[src/rtl/aes_sbox_lanes.sv]
// Multi-lane sequenced AES S-box engine: a BYTES-wide request is substituted
// LANES bytes per beat (forward or inverse) and returned on a valid/ready channel.
module aes_sbox_lanes #(
  parameter int BYTES   = 16,
  parameter int LANES   = 4,
  parameter int REG_MID = 0
) (
  input  logic               g_clk,
  input  logic               g_rst,
  input  logic               req_valid,
  output logic               req_ready,
  input  logic               req_inv,
  input  logic [8*BYTES-1:0] req_data,
  output logic               rsp_valid,
  input  logic               rsp_ready,
  output logic [8*BYTES-1:0] rsp_data,
  output logic               busy
);

  if (LANES < 1 || LANES > BYTES || (BYTES % LANES) != 0) begin : g_bad_cfg
    $error("aes_sbox_lanes: LANES must divide BYTES with 1 <= LANES <= BYTES");
  end

  localparam int BEATS = BYTES / LANES;
  localparam int CW    = $clog2(BEATS + 1);
  localparam int BW    = (BEATS > 1) ? $clog2(BEATS) : 1;
  localparam int BP    = 1 << BW;

  typedef enum logic [1:0] {S_IDLE, S_RUN, S_DRAIN, S_DONE} state_t;

  // Top layer of the inverse path and output layer of the forward path.
  function automatic logic [7:0] affine(input logic [7:0] x);
    return x ^ {x[6:0], x[7]} ^ {x[5:0], x[7:6]} ^ {x[4:0], x[7:5]} ^ {x[3:0], x[7:4]} ^ 8'h63;
  endfunction

  function automatic logic [7:0] inv_affine(input logic [7:0] x);
    return {x[6:0], x[7]} ^ {x[4:0], x[7:5]} ^ {x[1:0], x[7:2]} ^ 8'h05;
  endfunction

  function automatic logic [7:0] gf_mul(input logic [7:0] a, input logic [7:0] b);
    logic [7:0] p, aa, bb;
    p  = 8'h00;
    aa = a;
    bb = b;
    for (int i = 0; i < 8; i++) begin
      if (bb[0]) p = p ^ aa;
      aa = {aa[6:0], 1'b0} ^ (aa[7] ? 8'h1b : 8'h00);
      bb = bb >> 1;
    end
    return p;
  endfunction

  // Shared middle layer: x^254 = x^-1 in GF(2^8), with 0 mapping to 0.
  function automatic logic [7:0] gf_inv(input logic [7:0] x);
    logic [7:0] p, r;
    p = x;
    r = 8'h01;
    for (int k = 1; k < 8; k++) begin
      p = gf_mul(p, p);
      r = gf_mul(r, p);
    end
    return r;
  endfunction

  state_t        state;
  logic [CW-1:0] cnt;
  logic          inv_q;
  logic [7:0]    buf_q    [BYTES];
  logic [7:0]    buf_d    [BYTES];
  logic [7:0]    view     [BP][LANES];
  logic [7:0]    lane_out [LANES];
  logic [BW-1:0] rd_idx;
  logic [CW-1:0] wb_beat;
  logic          wb_en;
  logic          accept;
  logic          last_beat;

  assign req_ready = (state == S_IDLE) & ~g_rst;
  assign rsp_valid = (state == S_DONE) & ~g_rst;
  assign busy      = ((state == S_RUN) || (state == S_DRAIN)) & ~g_rst;
  assign accept    = req_valid & req_ready;
  assign last_beat = (cnt == CW'(BEATS - 1));

  // With the mid register, the beat written back lags the beat being read by one.
  assign wb_beat = (REG_MID != 0) ? cnt - CW'(1) : cnt;
  assign wb_en   = (REG_MID != 0) ? ((state == S_RUN && cnt != '0) || state == S_DRAIN)
                                  : (state == S_RUN);

  always_comb begin
    rd_idx = '0;
    if (cnt < CW'(BEATS)) rd_idx = cnt[BW-1:0];
  end

  for (genvar b = 0; b < BP; b++) begin : g_view
    for (genvar j = 0; j < LANES; j++) begin : g_col
      if (b < BEATS) begin : g_real
        assign view[b][j] = buf_q[b*LANES + j];
      end else begin : g_pad
        assign view[b][j] = 8'h00;
      end
    end
  end

  for (genvar j = 0; j < LANES; j++) begin : g_lane
    logic [7:0] top, mid, z;
    assign top = inv_q ? inv_affine(view[rd_idx][j]) : view[rd_idx][j];
    assign mid = gf_inv(top);
    if (REG_MID != 0) begin : g_mid_reg
      logic [7:0] mid_q;
      // NOTE: pure pipeline data qualified by wb_en, so it carries no reset.
      always_ff @(posedge g_clk) mid_q <= mid;
      assign z = mid_q;
    end else begin : g_mid_comb
      assign z = mid;
    end
    assign lane_out[j] = inv_q ? z : affine(z);
  end

  for (genvar s = 0; s < BYTES; s++) begin : g_slot
    assign buf_d[s] = accept ? req_data[8*s +: 8]
                    : (wb_en && wb_beat == CW'(s / LANES)) ? lane_out[s % LANES]
                    : buf_q[s];
    assign rsp_data[8*s +: 8] = g_rst ? 8'h00 : buf_q[s];
  end

  // NOTE: synchronous reset; all state updates are non-blocking so every
  // register samples pre-edge values regardless of statement order.
  always_ff @(posedge g_clk) begin
    if (g_rst) begin
      state <= S_IDLE;
      cnt   <= '0;
      inv_q <= 1'b0;
      buf_q <= '{default: '0};
    end else begin
      buf_q <= buf_d;
      case (state)
        S_IDLE: if (accept) begin
          state <= S_RUN;
          cnt   <= '0;
          inv_q <= req_inv;
        end
        S_RUN: begin
          cnt <= cnt + CW'(1);
          if (last_beat) state <= (REG_MID != 0) ? S_DRAIN : S_DONE;
        end
        S_DRAIN: state <= S_DONE;
        S_DONE:  if (rsp_ready) state <= S_IDLE;
        default: state <= S_IDLE;
      endcase
    end
  end

endmodule

[config.mk]
export PLATFORM = sky130hd
export DESIGN_NAME = aes_sbox_lanes
export DESIGN_NICKNAME = d
export VERILOG_FILES = /design/src/rtl/aes_sbox_lanes.sv
export SDC_FILE = /design/constraint.sdc
export NUM_CORES = 2
export LEC_CHECK = 0
export ABC_CLOCK_PERIOD_IN_PS = 20300
export CELL_PAD_IN_SITES_DETAIL_PLACEMENT = 1
export CELL_PAD_IN_SITES_GLOBAL_PLACEMENT = 1
export CORE_MARGIN = 10
export CORE_UTILIZATION = 30
export CTS_BUF_LIST = sky130_fd_sc_hd__clkbuf_8
export CTS_CLUSTER_DIAMETER = 200
export DETAILED_ROUTE_END_ITERATION = 10
export PLACE_DENSITY = 0.59
export SLEW_MARGIN = 20
export SYNTH_ARGS = -nofsm -noshare
export SYNTH_HDL_FRONTEND = slang
export SYNTH_SLANG_ARGS = --single-unit
[constraint.sdc]
create_clock -name g_clk -period 20.3 [get_ports g_clk]
set_input_delay 3.045 -clock g_clk [delete_from_list [all_inputs] [get_ports g_clk]]
set_output_delay 3.045 -clock g_clk [all_outputs]
set_load 0.02 [all_outputs]
# Yosys cells after proc, flatten, opt, wreduce, memory -nomap -nowiden
# Cells that the tools add are included.
[classes]
n_shift = 0
magnitude_cmp = 2
n_bitwise = 794
eq_ne = 9
n_mux = 878
addsub = 1
multipliers = 0
n_div = 0
reduce_logical = 15
[ops]
columns = ["operator", "n"]
rows = [
  ["two-way mux 8 bit", 476],
  ["XOR 8 bit", 388],
  ["XOR 8 x 5 -> 8 bit", 364],
  ["two-way mux 5 bit", 368],
  ["binary-select mux 32 bit (select 2 bit)", 1],
  ["two-way mux 32 bit", 2],
  ["two-way mux 7 bit", 4],
  ["inverter 1 bit, first input constant", 28],
  ["two-way mux 6 bit", 4],
  ["two-way mux 2 bit", 8],
  ["two-way mux 4 bit", 4],
  ["inverter 4 bit", 4],
  ["two-way mux 3 bit", 5],
  ["nonzero test 2 bit", 5],
  ["inverter 2 bit", 4],
  ["one-hot mux 2 bit (4 select lines)", 1],
  ["equality test 3 x 2 -> 1 bit, second input constant", 2],
  ["one-hot mux 3 bit (2 select lines)", 1],
  ["bitwise AND 1 bit", 4],
  ["equality test 2 bit, second input constant", 2],
  ["logical AND 1 bit", 4],
  ["two-way mux 1 bit", 4],
  ["!= test 2 bit, second input constant", 2],
  ["AND reduction 2 bit", 2],
  ["other kinds (12)", 12],
]
[totals]
reg_bits = 134
n_memories = 0
out_inout_bits = 131
wordCells = 1718
rom_bits = 0
in_bits = 133
ram_bits = 0
latch_bits = 0

# Logic depth before layout (Yosys ltp)
[depth]
depth_word = 145
depth_mapped = 84
ltp_nobuf = 67

# Least setup slack after synthesis
# No wires, ideal clock.
[synth_timing]
path_type = "flip-flop to flip-flop"
start = "reg cnt[0]"
end = "reg buf_q[12] (netlist name)"
n_path_buf = 14
synth_period_minus_slack_ns = 18.744
setup_time_ns = 0.086
slack_ns = 1.556
path_stages_with_launch = 81
arrival_ns = 18.658
required_time_ns = 20.214
path_cell_list = "dfxtp_1 -> buf_6 -> buf_6 -> buf_6 -> or4b_2 -> o221ai_1 -> xor2_1 -> xnor2_1 -> a21oi_2 -> inv_2 -> ha_1 -> clkbuf_1 -> nor2_1 -> a211oi_1 -> a21oi_1 -> xnor3_1 -> xor2_1 -> inv_1 -> [45 not listed] -> xor2_1 -> xnor3_1 -> xnor2_1 -> or3_1 -> and2_1 -> buf_2 -> xnor3_1 -> mux2i_1 -> xor2_1 -> o21a_1 -> xnor3_1 -> xor2_2 -> xnor2_2 -> xnor3_1 -> nor2_1 -> xnor2_1 -> mux2i_1 -> a211oi_1"
[synth_via]
elab_chain_len = 141
elab_cells_between_ends = 405
cone_classes = "order compare (1); eq/ne (1); mux (211); bitwise (190); reduce/logical (2)"
[synth_rtl]
columns = ["element", "line_no", "text"]
rows = [
  ["start: declaration", "66", "logic [CW-1:0] cnt;"],
  ["start signal: assignment", "143", "cnt <= cnt + CW'(1);"],
  ["< comparator 3 bit", "91", "if (cnt < CW'(BEATS)) rd_idx = cnt[BW-1:0];"],
  ["two-way mux 2 bit", "91", ""],
  ["inverter 2 -> 3 bit (not written as such)", "106", "assign top = inv_q ? inv_affine(view[rd_idx][j]) : view[rd_idx][j];"],
  ["binary-select mux 32 bit (select 2 bit)", "106", ""],
  ["two-way mux 32 bit (2 in series)", "--", ""],
  ["XOR 8 bit (2 in series)", "37", "return {x[6:0], x[7]} ^ {x[4:0], x[7:5]} ^ {x[1:0], x[7:2]} ^ 8'h05;"],
  ["inverter 2 bit (no source line)", "--", ""],
  ["two-way mux 8 bit", "106", ""],
  ["[120 not listed]", "--", ""],
  ["XOR 8 bit", "46", "if (bb[0]) p = p ^ aa;"],
  ["two-way mux 8 bit", "46", ""],
  ["XOR 8 bit", "46", ""],
  ["two-way mux 8 bit", "46", ""],
  ["XOR 8 bit (4 in series)", "33", "return x ^ {x[6:0], x[7]} ^ {x[5:0], x[7:6]} ^ {x[4:0], x[7:5]} ^ {x[3:0], x[7:4]} ^ 8'h63;"],
  ["two-way mux 8 bit", "116", "assign lane_out[j] = inv_q ? z : affine(z);"],
  ["two-way mux 8 bit", "121", ": (wb_en && wb_beat == CW'(s / LANES)) ? lane_out[s % LANES]"],
  ["two-way mux 8 bit", "120", "assign buf_d[s] = accept ? req_data[8*s +: 8]"],
  ["end signal: assignment", "135", "buf_q <= buf_d;"],
  ["end: declaration", "68", "logic [7:0] buf_q [BYTES];"],
]
# Parallel ways exist; a longest one is shown, timed or not. The select of a mux whose other input is x is not followed.
# A chain may end at the register's enable or synchronous reset.

# Worst setup path after layout
[layout_timing]
start = "reg cnt[0]"
end = "reg buf_q[95] (netlist name)"
[layout_via]
elab_chain_len = 140
elab_cells_between_ends = 405
cone_classes = "order compare (1); eq/ne (1); mux (211); bitwise (190); reduce/logical (2)"
[layout_rtl]
columns = ["element", "line_no"]
rows = [
  ["< comparator 3 bit", "91"],
  ["two-way mux 2 bit", "91"],
  ["inverter 2 -> 3 bit (not written as such)", "106"],
  ["binary-select mux 32 bit (select 2 bit)", "106"],
  ["two-way mux 32 bit (2 in series)", "--"],
  ["XOR 8 bit (2 in series)", "37"],
  ["two-way mux 8 bit / inverter 2 bit (equally long branches)", "--"],
  ["two-way mux 5 bit / two-way mux 8 bit (equally long branches)", "47, 106"],
  ["[119 not listed]", "--"],
  ["XOR 8 bit", "46"],
  ["two-way mux 8 bit", "46"],
  ["XOR 8 bit", "46"],
  ["two-way mux 8 bit", "46"],
  ["XOR 8 bit (4 in series)", "33"],
  ["two-way mux 8 bit", "116"],
  ["two-way mux 8 bit", "121"],
  ["two-way mux 8 bit", "120"],
]
# Parallel ways exist; a longest one is shown, timed or not. The select of a mux whose other input is x is not followed.

==> impl_results.md <==
- Ys flop type: dfxtp_1
- Vias in the first global route: 72.9k
- Post-synth ARST share: 0%
- Gpl congestion: 0.894
- Final min period: 19.35 ns
- Fin. max-slew vios: 0
- Slowest stage delay, CP: 0.66 ns
- DR WL/cell: 23.2 um
- Worst-path fanout max: 25
- DR vias/cell: 5.57
- Fill cells: 28.8k
- Critical path's slowest cell: xor3_2
- Gate count after technology mapping: 9,701
- Yosys cell types: 137
- Worst-case clock skew: 0.0179 ns
- Port Buffers: 263
- CP Launch Type: flip-flop
- Max clock buf depth: 2
- DRT iter0 DRCs: 5,153
- Htree depth: 4
- Antenna-violating nets left: 0
- Area Growth Syn to Fin: 13.0%
- Sequential share of the synthesized area: 3.75%
- Worst hold stages: 2
- Final period utilization: 95.3%
- Total number of vias: 72.1k
- Worst EP required: 20.73 ns
- YS warnings: 0
- First-pass GRT wire length: 459,000 um
- Initial core utilization: 30.1%
- Max cap viols: 0
- CTS Buf Count: 17
- Mapped cell area: 71,600 um^2
- CTS tree: yes
- Die area: 259,000 um^2
- Fin cells: 12.9k
- Seq cells post-synth: 134
- Sink Count: 134
- Slew @ Worst Pin: 1.16 ns
- IO Pins: 264
- Final Hold Fails: 0
- Core ar.: 238,000 um^2
- Number of hold buffers added after CTS: 0
- Fmax: 51.7 MHz
- Layout cell share with drive strength beyond 1: 11.6%
- Initial antenna violation count: 10
- Final WL: 300,000 um
- Clk pin slew, worst setup/hold paths: 0.09 ns
- Worst R2R Path Depth: 64
- Most used cell, CP: xnor3_1
- Net count, final: 9,912
- Total grt overflow: 0
- Hold WC Path Type: reg2reg
- Rel. slew slack: 22.1%
- DPL Wire Length: 228,000 um
- Chip width: 508 um
- DRT Pass-1 Iters: 5
- Post-Syn Nets: 9,870
- Status: complete, no violations
- Post-synth EDFFs: 0
- # setup viols final: 0
- GRT Resource Usage Total: 21.9%
- Mean post-synth cell area: 7.38 um^2
- Critical Path AT: 19.78 ns
- Drt drc: 0
- Site row count: 179
- Placed cell count: 12.9k
- CP Class: reg2reg
- Chip height: 508 um
- CP Capture Type: flip-flop
- Largest net degree at the start of global routing: 100
- CTS root buf: clkbuf_8
- Worst-Skew Late Latency: 0.53 ns
[stage by stage]
step           hold WS [ns]  TNS (ns)  setup WS (ns)  area [um^2]  util (%)
2_1_floorplan         0.497         0           1.56        71600         -
3_3_place_gp          0.523    -17.53          -1.00        78900      33.2
3_5_place_dp          0.555    -39.45          -1.05        79000      33.2
4_1_cts               0.568         0         0.0105        79600      33.5
5_1_grt               0.597    -0.101        -0.0252        80900      34.0
6_report              0.566         0          0.950        80900      34.1
[worst paths after layout]
| kind | slack [ns] | end | start |
|---|---|---|---|
| max reg2reg | 0.95 | buf_q[95]$_SDFFE_PP0P_ | cnt[0]$_SDFFE_PP0P_ |
| min | 0.57 | state[0]$_SDFFE_PP0P_ | state[0]$_SDFFE_PP0P_ |
| min reg2reg | 0.57 | state[0]$_SDFFE_PP0P_ | state[0]$_SDFFE_PP0P_ |
| max | 0.95 | buf_q[95]$_SDFFE_PP0P_ | cnt[0]$_SDFFE_PP0P_ |
[cell usage after synthesis (all sizes together) (21+ instances only)]
| master | number | share of area (%) |
|---|---|---|
| o311ai | 29 | 0.37 |
| nor4 | 45 | 0.45 |
| nor2 | 1456 | 7.7 |
| a22oi | 62 | 0.66 |
| o21a | 27 | 0.28 |
| a211oi | 145 | 1.6 |
| and2 | 73 | 0.64 |
| o31ai | 48 | 0.50 |
| o32ai | 32 | 0.40 |
| and3 | 50 | 0.44 |
| inv | 119 | 0.62 |
| nand4 | 30 | 0.26 |
| a32oi | 60 | 0.73 |
| xnor2 | 1827 | 24 |
| a21o | 42 | 0.44 |
| dfxtp | 134 | 3.7 |
| or3 | 54 | 0.47 |
| a31oi | 104 | 0.93 |
| nand2b | 60 | 0.53 |
| xnor3 | 346 | 11 |
| clkbuf | 457 | 2.4 |
| mux2 | 86 | 1.4 |
| xor2 | 489 | 6.6 |
| o221ai | 53 | 0.75 |
| ha | 36 | 0.63 |
| a2111oi | 21 | 0.32 |
| o21ai | 468 | 3.3 |
| a311oi | 28 | 0.36 |
| xor3 | 54 | 1.8 |
| o22ai | 143 | 1.3 |
| a221oi | 37 | 0.57 |
| nor3 | 266 | 1.9 |
| a21oi | 556 | 4.0 |
| or2 | 33 | 0.29 |
| nor2b | 172 | 1.5 |
| buf | 239 | 1.8 |
| o211ai | 74 | 0.78 |
| nand3 | 230 | 1.6 |
| mux2i | 291 | 4.1 |
| nand2 | 873 | 4.6 |
[worst max-delay path, delay by kind of cell (launching register included)]
kind,cells,cell delay (ns)
compound gates,6,1.32
simple gates,10,1.68
fa+ha+maj,2,0.69
xor+xnor,36,12.54
buf+inv,8,1.79
flops,1,0.52
mux,2,0.63
[layer usage]
layer  GRT usage (%)  vias to the layer above  part of all wire [%]
li1                -                    33935                     -
met1            29.2                    36348                    45
met2            38.6                     1465                    49
met3            1.06                      300                   3.2
met4            5.18                        6                   2.6
met5               0                        -                 0.012
[kinds of logic (layout without fill, tap and decap cells)]
group	count (synthesis)	after routing	synth area share (%)
and+or+nand+nor	3430	3430	21.4
xor gates and xnor gates	2716	2717	43.4
AOI/OAI and AO/OA	2178	2178	20.4
buffers and inverters	825	879	4.85
muxes	379	379	5.52
DFF	134	134	3.75
adders and majority gates	39	39	0.671
other	0	8	0
[final cells by class]
type                       count  area [um^2]  area share, %
sequential                   134         2690           3.33
clock buffer                  17          234          0.289
timing repair buffer         718         6110           7.55
inverter                     129          484          0.598
multi-input combinational   8743        67300           83.1
tap                         3167         3960           4.90
clock inverter                15          144          0.178
antenna                        8         20.0         0.0247
[sequential cells by signal, indices dropped and copies added (netlist names)]
signal and count:
inv_q 1, state 2, cnt 3, buf_q 128
[placed cells by master, fill, tap and decap left out, drive strengths merged, types with 60 or more instances in the layout]
cell type and instances:
a211oi 145, a21oi 556, a22oi 62, a31oi 104
a32oi 60, and2 73, buf 456, clkdlybuf4s50 262
dfxtp 134, inv 125, mux2 86, mux2i 291
nand2 873, nand2b 60, nand3 230, nor2 1456
nor2b 172, nor3 266, o211ai 74, o21ai 468
o22ai 143, xnor2 1828, xnor3 346, xor2 489
[repair_timing]
action | 4_1_cts | 5_1_grt
gates resized for setup | 34 | 145
buffers inserted | 2 | 36
cloned | 0 | 1
pin swaps | 1 | 16
setup endpoints to repair | 109 | 128
Power is not shown: default switching activity piles up to over one toggle a cycle in this logic, so the estimate is an artifact.
